## config.mk

```make
export PLATFORM = sky130hd
export DESIGN_NAME = seg7_scan_rx
export DESIGN_NICKNAME = d
export VERILOG_FILES = /design/src/rtl/seg7_pkg.sv /design/src/rtl/seg7_to_bcd.sv /design/src/rtl/seg7_scan_rx.sv
export SDC_FILE = /design/constraint.sdc
export NUM_CORES = 1
export LEC_CHECK = 0
export BUFFER_PORTS_ARGS = -buffer_cell sky130_fd_sc_hd__buf_2
export CORE_UTILIZATION = 54
export CTS_BUF_LIST = sky130_fd_sc_hd__clkbuf_8
export DETAILED_ROUTE_END_ITERATION = 8
export PLACE_DENSITY = 0.78
export SYNTH_ARGS = -nofsm -noshare
export SYNTH_HDL_FRONTEND = slang
export SYNTH_HIERARCHICAL = 1
export SYNTH_SLANG_ARGS = --single-unit
```

## constraint.sdc

```tcl
create_clock -name clk -period 2.9 [get_ports clk]
set_clock_uncertainty 0.1 [all_clocks]
set_input_delay 0.29 -clock clk [delete_from_list [all_inputs] [get_ports clk]]
set_output_delay 0.29 -clock clk [all_outputs]
set_load 0.05 [all_outputs]
```

## src/rtl/seg7_pkg.sv

```systemverilog
// Shared constants for the scanned 7-segment receive path: segment patterns,
// error cause codes and the frame assembler states.
package seg7_pkg;

  // Active-low patterns, packed as {g,f,e,d,c,b,a}
  localparam logic [6:0] SEG_0 = 7'h40;
  localparam logic [6:0] SEG_1 = 7'h79;
  localparam logic [6:0] SEG_2 = 7'h24;
  localparam logic [6:0] SEG_3 = 7'h30;
  localparam logic [6:0] SEG_4 = 7'h19;
  localparam logic [6:0] SEG_5 = 7'h12;
  localparam logic [6:0] SEG_6 = 7'h02;
  localparam logic [6:0] SEG_7 = 7'h78;
  localparam logic [6:0] SEG_8 = 7'h00;
  localparam logic [6:0] SEG_9 = 7'h10;

  localparam logic [1:0] ERR_NONE    = 2'b00;
  localparam logic [1:0] ERR_PATTERN = 2'b01;
  localparam logic [1:0] ERR_ORDER   = 2'b10;
  localparam logic [1:0] ERR_MULTI   = 2'b11;

  typedef enum logic {HUNT, CAP} state_t;

  // Digit position of a one-hot strobe; meaningless for other values.
  function automatic logic [1:0] strb_index(input logic [3:0] s);
    case (s)
      4'b0010: strb_index = 2'd1;
      4'b0100: strb_index = 2'd2;
      4'b1000: strb_index = 2'd3;
      default: strb_index = 2'd0;
    endcase
  endfunction

endpackage

```

## src/rtl/seg7_to_bcd.sv

```systemverilog
// Inverse of the BCD segment encoder: active-low 7-bit pattern to
// {valid, digit}. Any pattern outside the ten glyphs is flagged invalid.
module seg7_to_bcd
  import seg7_pkg::*;
(
  input  logic [6:0] i_pat,
  output logic       o_valid,
  output logic [3:0] o_val
);

  always_comb begin
    o_valid = 1'b1;
    o_val   = 4'd0;
    case (i_pat)
      SEG_0:   o_val = 4'd0;
      SEG_1:   o_val = 4'd1;
      SEG_2:   o_val = 4'd2;
      SEG_3:   o_val = 4'd3;
      SEG_4:   o_val = 4'd4;
      SEG_5:   o_val = 4'd5;
      SEG_6:   o_val = 4'd6;
      SEG_7:   o_val = 4'd7;
      SEG_8:   o_val = 4'd8;
      SEG_9:   o_val = 4'd9;
      default: o_valid = 1'b0;
    endcase
  end

endmodule

```

## src/rtl/seg7_scan_rx.sv

```systemverilog
// Receiver for a 4-digit multiplexed 7-segment bus: synchronises the lines,
// samples each settled digit once per dwell and publishes whole frames only.
module seg7_scan_rx
  import seg7_pkg::*;
#(
  parameter int SYNC_STAGES = 2,
  parameter int SETTLE      = 3
) (
  input  logic       clk,
  input  logic       clr,
  input  logic       a,
  input  logic       b,
  input  logic       c,
  input  logic       d,
  input  logic       e,
  input  logic       f,
  input  logic       g,
  input  logic       A1,
  input  logic       A2,
  input  logic       A3,
  input  logic       A4,
  output logic [3:0] dig0,
  output logic [3:0] dig1,
  output logic [3:0] dig2,
  output logic [3:0] dig3,
  output logic       frame_valid,
  output logic       frame_err,
  output logic [1:0] err_code
);

  localparam logic [3:0] SETTLE_C = 4'(SETTLE);

  logic [10:0] r_sync [SYNC_STAGES];
  logic [3:0]  w_strb;
  logic [6:0]  w_pat;

  logic [3:0]  r_cnt;
  logic [3:0]  w_cnt_nxt;
  logic [3:0]  r_prev_strb;
  logic [3:0]  r_dwell_strb;
  logic        r_sampled;
  logic        w_new_dwell;
  logic        w_sample;

  logic        w_pat_ok;
  logic [3:0]  w_val;
  logic        w_multi;
  logic        w_is_a1;
  logic [1:0]  w_idx;

  state_t      r_state;
  logic [1:0]  r_k;
  logic [3:0]  r_shadow [4];

  // Stage: input synchroniser, strobes and segments travel together
  always_ff @(posedge clk) begin
    if (clr) begin
      for (int i = 0; i < SYNC_STAGES; i++) r_sync[i] <= '0;
    end else begin
      r_sync[0] <= {A4, A3, A2, A1, g, f, e, d, c, b, a};
      for (int i = 1; i < SYNC_STAGES; i++) r_sync[i] <= r_sync[i-1];
    end
  end

  assign w_strb = r_sync[SYNC_STAGES-1][10:7];
  assign w_pat  = r_sync[SYNC_STAGES-1][6:0];

  // Blanking clears the run length but keeps the dwell, so a strobe that
  // returns after a blank gap is not sampled a second time.
  always_comb begin
    w_cnt_nxt = 4'd0;
    if (w_strb == 4'd0)
      w_cnt_nxt = 4'd0;
    else if (w_strb == r_prev_strb)
      w_cnt_nxt = (r_cnt == 4'hF) ? r_cnt : r_cnt + 4'd1;
    else
      w_cnt_nxt = 4'd1;
  end

  assign w_new_dwell = (w_strb != 4'd0) && (w_strb != r_dwell_strb);
  assign w_sample    = (w_strb != 4'd0) && (w_cnt_nxt == SETTLE_C) &&
                       (w_new_dwell || !r_sampled);

  always_ff @(posedge clk) begin
    if (clr) begin
      r_cnt        <= 4'd0;
      r_prev_strb  <= 4'd0;
      r_dwell_strb <= 4'd0;
      r_sampled    <= 1'b0;
    end else begin
      r_cnt       <= w_cnt_nxt;
      r_prev_strb <= w_strb;
      if (w_new_dwell) begin
        r_dwell_strb <= w_strb;
        r_sampled    <= w_sample;
      end else if (w_sample) begin
        r_sampled <= 1'b1;
      end
    end
  end

  seg7_to_bcd u_dec (
    .i_pat   (w_pat),
    .o_valid (w_pat_ok),
    .o_val   (w_val)
  );

  assign w_multi = (w_strb & (w_strb - 4'd1)) != 4'd0;
  assign w_is_a1 = (w_strb == 4'b0001);
  assign w_idx   = strb_index(w_strb);

  // Stage: frame assembly and output registers
  always_ff @(posedge clk) begin
    if (clr) begin
      r_state     <= HUNT;
      r_k         <= 2'd0;
      dig0        <= 4'd0;
      dig1        <= 4'd0;
      dig2        <= 4'd0;
      dig3        <= 4'd0;
      frame_valid <= 1'b0;
      frame_err   <= 1'b0;
      err_code    <= ERR_NONE;
    end else begin
      frame_valid <= 1'b0;
      frame_err   <= 1'b0;
      err_code    <= ERR_NONE;
      if (w_sample) begin
        if (w_multi) begin
          frame_err <= 1'b1;
          err_code  <= ERR_MULTI;
          r_state   <= HUNT;
        end else if (r_state == HUNT) begin
          if (w_is_a1 && w_pat_ok) begin
            r_shadow[0] <= w_val;
            r_k         <= 2'd1;
            r_state     <= CAP;
          end
        end else if (w_pat_ok && (w_idx == r_k)) begin
          r_shadow[r_k] <= w_val;
          if (r_k == 2'd3) begin
            dig0        <= r_shadow[0];
            dig1        <= r_shadow[1];
            dig2        <= r_shadow[2];
            dig3        <= w_val;
            frame_valid <= 1'b1;
            r_state     <= HUNT;
          end else begin
            r_k <= r_k + 2'd1;
          end
        end else begin
          frame_err <= 1'b1;
          err_code  <= w_pat_ok ? ERR_ORDER : ERR_PATTERN;
          // A well-formed A1 that broke the old frame starts the next one
          if (w_is_a1 && w_pat_ok) begin
            r_shadow[0] <= w_val;
            r_k         <= 2'd1;
            r_state     <= CAP;
          end else begin
            r_state <= HUNT;
          end
        end
      end
    end
  end

endmodule

```

==> results of run 1 <==
worst max-delay path: stages, from the launching register on:
cell	delay (ps)
dfxtp_1	360
ha_1	250
or2_1	230
a2111o_1	460
a2111oi_4	340
nand2_1	210
nor4b_2	310
buf_4	190
what timing repair did:
action	4_1_cts	5_1_grt
gates resized for setup	1	0
setup endpoints to repair	4	12
setup buffers	0	2
pin swaps	0	1
hold buffers	0	0
cloned	0	0
power groups by stage:
stage / Clock [W] / Combinational [W] / Sequential [W]
floorplan: 0 / 0.0000901 / 0.00104
finish: 0.000911 / 0.000111 / 0.00103
global route: 0.000976 / 0.000124 / 0.00103
global placement: 0 / 0.000106 / 0.00105
detailed placement: 0 / 0.000109 / 0.00105
CTS: 0.000933 / 0.000110 / 0.00103
cells by family (layout without fill, tap and decap cells):
logic type	after synthesis	in the layout	share of synthesized area, %
AO/OA/AOI/OAI	35	35	9.574
multiplexers	17	17	5.918
adder cells (fa/ha/maj)	3	3	1.218
buffers and inverters	20	61	3.568
flip-flops	70	70	52.92
AND/OR/NAND/NOR	128	128	23.76
XOR/XNOR	10	10	3.046
state kept, by name, summed over array words and instances (netlist names):
name	flops
dig3	4
dig2	4
frame_err	1
r_k	2
r_shadow	12
frame_valid	1
err_code	2
dig1	4
r_state	1
r_prev_strb	4
r_dwell_strb	4
r_sampled	1
dig0	4
r_cnt	4
r_sync	22
final cells by class:
cell class	instances	share of cell area [%]
clock inverter	7	3.321
timing repair buffer	40	6.940
sequential	70	45.37
tap	70	2.612
multi-input combinational	193	37.50
inverter	5	0.5597
clock buffer	9	3.694
routing by layer:
metal	global-route usage, %	up-vias	share of wire (%)
li1	-	1052	-
met1	21.22	968	44
met2	30.83	72	48
met3	8.701	8	6.9
met4	10.06	0	1.6
met5	0	-	0
path summary, 6_finish.rpt:
path                            cells past startpoint  slack, ps          from              to
worst max-delay path                                7        170      r_cnt[0]  r_shadow[0][2]
worst min-delay path                                2         50             c    r_sync[0][2]
worst max register to register                      7        170      r_cnt[0]  r_shadow[0][2]
worst min register to register                      1        340  r_sync[0][5]   r_sync[0][16]
cells in the final DEF (no fill, tap or decap), drive strengths merged, types with 3 or more instances in the layout:
master and instances:
dfxtp 58, nand2 42, buf 40, nor2b 29, mux2i 17, nor2 15
edfxtp 12, a21oi 10, clkbuf 9, xnor2 8, inv 6, nor3 5
nand3 5, and2 5, nand2b 4, or3 4, a31oi 3, bufinv 3
nor4 3, clkinv 3
stage by stage:
stage | setup WS (ps) | utilization [%] | TNS, ps | hold slack, ps | std cells
after floorplan | 34.25 | - | 0 | 313.8 | 283
after global placement | 66.51 | 60.63 | 0 | 316.3 | 376
after detailed placement | -103.7 | 60.63 | -414.9 | 324.2 | 376
after CTS | 11.18 | 65.36 | 0 | 34.96 | 392
after global routing | 31.97 | 65.65 | 0 | 35.98 | 394
final | 168.8 | 65.65 | 0 | 51.86 | 394
==> flow_summary_export.csv, run 1 <==
group,metric,value,unit
global_routing,grt_pass1_vias,1817,
cts,cts_tree,"done",
route,vias,2100,
sta,drv_slew,0,
route,drt.antenna.violating_nets,0,
placed_design,portBuffers,32,
placed_design,place_congestion,0.8920,
hold_path,hp-class,"in2reg",
critical_path,worstPathArrival,2700,ps
floorplan,coreArea,0.005107,mm²
power_and_ir_drop,p_sw,0.0004270,W
route,routed_wl,4771,µm
critical_path,crit_type,"reg2reg",
logic_synthesis,synthTopCellsByCount,"dfxtp_1 (58), nand2_1 (42), nor2b_1 (29), mux2i_1 (17), nor2_1 (15)",
placed_design,dp_hpwl,3297,µm
floorplan,rows,26,
logic_synthesis,yosys_register_bits,70,
cts,cts_max_level,3,
critical_path,crit_path_start_kind,"flip-flop",
floorplan,start_util,56.30,%
cts,cts.sinks,70,
layout,seq_area,0.001521,mm²
global_routing,antenna_found_initial,0,
logic_synthesis,synthCells,283,
critical_path,cp.required,2870,ps
cts,clock_latency,340,ps
floorplan,ioPinCount,33,
power_and_ir_drop,leakagePower,1.297,nW
logic_synthesis,yosysTopAreaCell,"dfxtp_1",
critical_path,end_kind,"flip-flop",
job,timing.max_cap.violations,0,
logic_synthesis,yosysTopAreaCellShare,40.38,%
cts,cts_buffer_depth,2,
sta,rsz0062_at_grt,"false",
power_and_ir_drop,p_int,0.001621,W
layout,nets,334,
layout,final_area,0.003353,mm²
route,first_iter_violations,87,
cts,root_buffer,"clkbuf_8",
logic_synthesis,synth_fp_nets,298,
floorplan,die_w,74.97,µm
layout,diodes,0,
route,wl_per_cell,12.11,µm
sta,slew_headroom,54.58,%
route,drc,0,
layout,nFillCells,433,
layout,syn_to_final_growth,16.62,%
logic_synthesis,ys_seq_area_share,52.92,%
sta,tightest_slew,676.1,ps
power_and_ir_drop,switching_share,20.85,%
status,status,"complete, no violations",
route,first_pass_iters,4,
logic_synthesis,synth_edf_count,12,
power_and_ir_drop,power,0.002048,W
sta,final_hold_viol_count,0,
global_routing,grt_pass1_wl,7686,µm
global_routing,grt_usage,19.11,%
logic_synthesis,synth_area_leaders,"dfxtp_1 (40%), edfxtp_1 (13%), nor2b_1 (6.3%)",
logic_synthesis,syn_area,0.002875,mm²
logic_synthesis,yosysWarnings,6,
power_and_ir_drop,power_frac_comb,5.4,%
cts,cts_made_buffers,9,
sta,fin_crit,2731,ps
cts,clkTransAtPathRegs,70,ps
logic_synthesis,synth_flop_cell,"dfxtp_1",
layout,multi_input_area,0.001257,mm²
sta,max_freq,0.3661,GHz
floorplan,dieArea,0.005621,mm²
logic_synthesis,async_reset_ff_share,0,%
sta,final.period_utilization,94.18,%
layout,drive_gt1_share,19.44,%
power_and_ir_drop,irDropWorstVdd,0.4261,mV
placed_design,dpl_cell_area,0.003097,mm²
logic_synthesis,avgSynthCellArea,10.16,µm²
global_routing,grt_remaining_overflow,0,
power_and_ir_drop,clockPowerShare,44.5,%
critical_path,crit_fanout,5,
logic_synthesis,ys_types,55,
logic_synthesis,synth.most_common_cell,"dfxtp_1",
route,vias_per_cell,5.330,
sta,setup_violations,0,
power_and_ir_drop,seq_power_share,50.1,%
floorplan,die_y,74.97,µm
power_and_ir_drop,power.density,610.8,mW/mm²
global_routing,grt_max_degree,35,
No activity file was read; power rests on OpenSTA's default activity.
==> inputs of run 2 (changes only) <==
Settings changed: MAX_ROUTING_LAYER set to met4.
==> run 2 against run 1 <==
Hold slack got worse by 3.3 ps. Sequential power about the same. Design area is the same. Clock power about the same. Critical path type unchanged. Combinational power about the same. Global-route usage increased by 0.61 points. Sequential share of layout area unchanged.
==> flow_summary_export.csv, run 2 (synthesized netlist as in run 1, its figures left out) <==
group,metric,value,unit
sta,setup_tns,0,ps
sta,fin_crit,2743,ps
job,timing.max_cap.violations,0,
cts,root_buffer,"clkbuf_8",
critical_path,cp.required,2870,ps
power_and_ir_drop,irDropWorstVdd,0.4261,mV
placed_design,dp_hpwl,3297,µm
sta,rsz0062_at_grt,"false",
power_and_ir_drop,p_sw,0.0004287,W
cts,cts_max_level,3,
power_and_ir_drop,clockPowerShare,44.5,%
critical_path,crit_path_start_kind,"flip-flop",
cts,cts_tree,"done",
route,drc,0,
floorplan,dieArea,0.005621,mm²
critical_path,crit_chain,"ha_1 -> or2_1 -> a2111o_1 -> a2111oi_4 -> nand2_1 -> nor4b_2 -> buf_4",
critical_path,crit_fanout,5,
critical_path,end_kind,"flip-flop",
route,vias,2093,
route,routed_wl,4775,µm
route,vias_per_cell,5.312,
layout,largest-register,"r_sync",
floorplan,start_util,56.30,%
cts,cts_made_buffers,9,
placed_design,portBuffers,32,
sta,final.period_utilization,94.57,%
status,status,"complete, no violations",
sta,tightest_slew,674.3,ps
power_and_ir_drop,p_int,0.001621,W
floorplan,die_w,74.97,µm
power_and_ir_drop,power_frac_comb,5.4,%
route,drt.antenna.violating_nets,0,
critical_path,worstPathArrival,2710,ps
layout,seq_area,0.001521,mm²
sta,max_freq,0.3646,GHz
route,wl_per_cell,12.12,µm
sta,setup_violations,0,
cts,cts.sinks,70,
layout,largestRegisters,"r_sync: 22 flops, r_shadow: 12 flops",
route,first_pass_iters,4,
sta,holdWs,48.60,ps
cts,cts_buffer_depth,2,
sta,drv_slew,0,
critical_path,critPathBufInv,1,
floorplan,rows,26,
power_and_ir_drop,seq_power_share,50.1,%
power_and_ir_drop,power,0.002050,W
layout,final_common_cell,"dfxtp_1",
power_and_ir_drop,switching_share,20.92,%
layout,final_cell_mix,"dfxtp_1 (58), nand2_1 (42), buf_2 (32)",
critical_path,cpPeakStageDelay,460,ps
cts,clock_latency,350,ps
critical_path,critPathTopFamily,"compound AO/OA/AOI/OAI gates",
global_routing,grt_pass1_vias,1821,
global_routing,grt_max_degree,35,
global_routing,antenna_found_initial,0,
route,first_iter_violations,84,
layout,multi_input_area,0.001257,mm²
placed_design,place_congestion,0.9070,
floorplan,coreArea,0.005107,mm²
floorplan,die_y,74.97,µm
power_and_ir_drop,leakagePower,1.297,nW
sta,slew_headroom,54.70,%
layout,drive_gt1_share,19.44,%
critical_path,crit_slowest_cell,"a2111o_1",
global_routing,grt_usage,19.72,%
critical_path,crit_type,"reg2reg",
global_routing,grt_remaining_overflow,0,
sta,final_hold_viol_count,0,
power_and_ir_drop,power.density,611.3,mW/mm²
layout,nFillCells,433,
hold_path,hp-class,"in2reg",
global_routing,grt_pass1_wl,7693,µm
floorplan,ioPinCount,33,
layout,diodes,0,
layout,largest_register_ffs,22,
cts,clkTransAtPathRegs,70,ps
layout,nets,334,
layout,syn_to_final_growth,16.62,%
## run 2: cell counts in the layout (fill, tap and decap cells not counted)
No cell type changed its count.
## run 2: power by group through the flow
stage / logic (W) / registers, W / clock network [W]
after floorplan: 0.0000901 / 0.00104 / 0
after global placement: 0.000106 / 0.00105 / 0
after detailed placement: 0.000109 / 0.00105 / 0
final: 0.000111 / 0.00103 / 0.000913
after global routing: 0.000124 / 0.00103 / 0.000976
after CTS: 0.000110 / 0.00103 / 0.000933
## run 2: layout make-up
class | instances | share of cell area (%)
inverters | 5 | 0.5597
flip-flops and latches | 70 | 45.37
clock buffers | 9 | 3.694
multi-input cells | 193 | 37.50
clock inverters | 7 | 3.321
repair buffers | 40 | 6.940
well taps | 70 | 2.612
## run 2: final timing paths
path | startpoint | endpoint | slack [ps] | cells past startpoint
max reg2reg | r_cnt[0] | r_shadow[0][2] | 160 | 7
max | r_cnt[0] | r_shadow[0][2] | 160 | 7
min reg2reg | r_sync[0][5] | r_sync[0][16] | 340 | 1
min | c | r_sync[0][2] | 50 | 2
## run 2: layer usage
metal,up-vias,track usage (%),wire length (µm)
li1,1052,-,-
met5,-,-,0
met1,967,21.22,2075
met3,12,8.701,330
met2,62,30.83,2270
met4,0,10.06,99
## run 2: stage by stage
step,cells,util [%],cell area [µm²],worst slack [ps]
6_report,394,65.65,3353,157.5
3_3_place_gp,376,60.63,3097,66.51
5_1_grt,394,65.65,3353,31.97
4_1_cts,392,65.36,3338,11.18
3_5_place_dp,376,60.63,3097,-103.7
2_1_floorplan,283,-,2875,34.25
## run 2: what timing repair did
action                                  CTS  global route
pin swaps                                 0             1
endpoints found under the setup margin    4            12
resized for setup                         1             0
buffers inserted                          0             2
hold buffers                              0             0
==> inputs of run 3 (changes only) <==
Settings changed: CORE_UTILIZATION 54 to 55, PLACE_DENSITY 0.78 to 0.76, TNS_END_PERCENT set to 100.
Clock period 2.9 ns to 3.36 ns, I/O delays scaled along.
==> run 3 against run 2 <==
Register-to-register slack better by 330 ps. Design area fell by 3.2%. Final cell count fell by 1.3%. Non-clock buffer count is 2 lower. Sequential share of layout area increased by 1.5 points. Global-route usage is 0.66 points lower. Critical path depth did not move. Power fell by 25%. Combinational power is 15% lower. Largest power group unchanged.
==> flow_summary_export.csv, run 3 (synthesized netlist as in run 1, its figures left out) <==
group,metric,value,unit
status,status,"complete, no violations",
floorplan,die_w,74.31,µm
layout,drive_gt1_share,18.94,%
critical_path,crit_fanout,7,
cts,cts_made_buffers,9,
layout,nets,332,
critical_path,crit_path_start_kind,"flip-flop",
sta,tightest_slew,703.2,ps
power_and_ir_drop,irDropWorstVdd,0.3831,mV
floorplan,ioPinCount,33,
sta,setup_violations,0,
job,timing.max_cap.violations,0,
sta,fin_crit,2868,ps
global_routing,grt_pass1_wl,7527,µm
critical_path,critPathTopFamily,"compound AO/OA/AOI/OAI gates",
power_and_ir_drop,power,0.001542,W
route,wl_per_cell,11.85,µm
route,vias,2025,
route,vias_per_cell,5.206,
sta,final.period_utilization,85.36,%
sta,final_hold_viol_count,0,
floorplan,rows,25,
floorplan,start_util,58.92,%
power_and_ir_drop,switching_share,24.13,%
route,drc,0,
cts,cts_resized,0,
hold_path,hp-class,"in2reg",
sta,rsz0062_at_grt,"false",
route,highest_layer,"met4",
layout,largest-register,"r_sync",
route,met1Wirelength,2166,µm
critical_path,crit_slowest_cell,"a2111oi_4",
placed_design,dp_hpwl,3212,µm
critical_path,crit_chain,"ha_1 -> or2_1 -> a2111o_1 -> a2111oi_4 -> nand2_1 -> nor4b_1 -> buf_4",
power_and_ir_drop,power.density,475.1,mW/mm²
sta,drv_slew,0,
sta,slew_headroom,52.73,%
cts,clkTransAtPathRegs,70,ps
layout,syn_to_final_growth,12.88,%
cts,clock_latency,340,ps
cts,cts.sinks,70,
floorplan,dieArea,0.005521,mm²
placed_design,place_congestion,0.8648,
cts,cts_buffer_depth,2,
power_and_ir_drop,p_int,0.001170,W
global_routing,grt_max_degree,39,
floorplan,coreArea,0.004880,mm²
critical_path,worstPathArrival,2830,ps
critical_path,critPathBufInv,1,
route,routed_wl,4609,µm
floorplan,die_y,74.31,µm
critical_path,cp.required,3320,ps
layout,final_cell_mix,"dfxtp_1 (58), nand2_1 (42), buf_2 (32)",
global_routing,grt_remaining_overflow,0,
layout,final_common_cell,"dfxtp_1",
route,drt.antenna.violating_nets,0,
cts,ctsHoldBuffers,0,
layout,largest_register_ffs,22,
global_routing,grt_pass1_vias,1711,
cts,cts_max_level,3,
layout,diodes,0,
power_and_ir_drop,power_frac_comb,6.1,%
layout,final_core_util,66.51,%
power_and_ir_drop,leakagePower,1.242,nW
sta,max_freq,0.3487,GHz
global_routing,grt_usage,19.07,%
route,wl_met2,2152,µm
power_and_ir_drop,seq_power_share,57.4,%
power_and_ir_drop,p_sw,0.0003722,W
route,first_pass_iters,4,
sta,setup_tns,0,ps
global_routing,antenna_found_initial,0,
cts,root_buffer,"clkbuf_8",
critical_path,end_kind,"flip-flop",
power_and_ir_drop,clockPowerShare,36.4,%
critical_path,cpPeakStageDelay,490,ps
route,wl_met3,233,µm
critical_path,crit_type,"reg2reg",
route,first_iter_violations,110,
cts,cts_tree,"done",
cts,postCtsSetupRepairBufs,0,
layout,largestRegisters,"r_sync: 22 flops, r_shadow: 12 flops",
placed_design,portBuffers,32,
-- run 3: changes by cell type in the layout (fill, tap and decap cells not counted) --
cell | before | now
clkinv_2 | 1 | 3
inv_6 | 1 | 0
clkinv_1 | 2 | 1
buf_4 | 7 | 6
clkinvlp_4 | 0 | 3
bufinv_16 | 3 | 0
nor4b_2 | 1 | 0
nor4b_1 | 1 | 2
buf_12 | 1 | 0
-- run 3: stage by stage --
step           instance area [µm²]  setup WS, ps  hold WS [ps]  cells
3_5_place_dp                  3080         505.5         320.4    373
5_1_grt                       3246         377.7         105.1    389
3_3_place_gp                  3080         569.4         316.2    373
2_1_floorplan                 2875         494.3         313.8    283
6_report                      3246         491.8         104.5    389
4_1_cts                       3246         499.3         88.95    389
-- run 3: power by group through the flow --
stage / clock [W] / sequential [W] / combinational [W]
after floorplan: 0 / 0.000897 / 0.0000778
after global placement: 0 / 0.000904 / 0.0000923
after detailed placement: 0 / 0.000905 / 0.0000948
after CTS: 0.000581 / 0.000885 / 0.0000953
after global routing: 0.000614 / 0.000888 / 0.000107
final: 0.000562 / 0.000886 / 0.0000948
-- run 3: path summary, 6_finish.rpt --
path                 from              to  slack [ps]  depth (start not counted)
max              r_cnt[0]  r_shadow[0][3]         490                          7
min                    A2    r_sync[0][8]         100                          2
max reg2reg      r_cnt[0]  r_shadow[0][3]         490                          7
min reg2reg  r_sync[0][9]   r_sync[0][20]         330                          1
-- run 3: cell type report --
| class | instances | area [µm²] |
|---|---|---|
| clock buffer | 9 | 123.9 |
| clock inverter | 7 | 41.29 |
| tap | 67 | 83.83 |
| sequential | 70 | 1521 |
| multi-input combinational | 193 | 1251 |
| timing repair buffer | 38 | 205.2 |
| fill | 410 | 1634 |
| inverter | 5 | 18.77 |
-- run 3: routing by layer --
| metal | global-route usage, % | up-vias |
|---|---|---|
| met5 | - | - |
| met4 | 9.434 | 0 |
| met3 | 4.878 | 5 |
| met2 | 28.79 | 50 |
| met1 | 23.77 | 926 |
| li1 | - | 1044 |
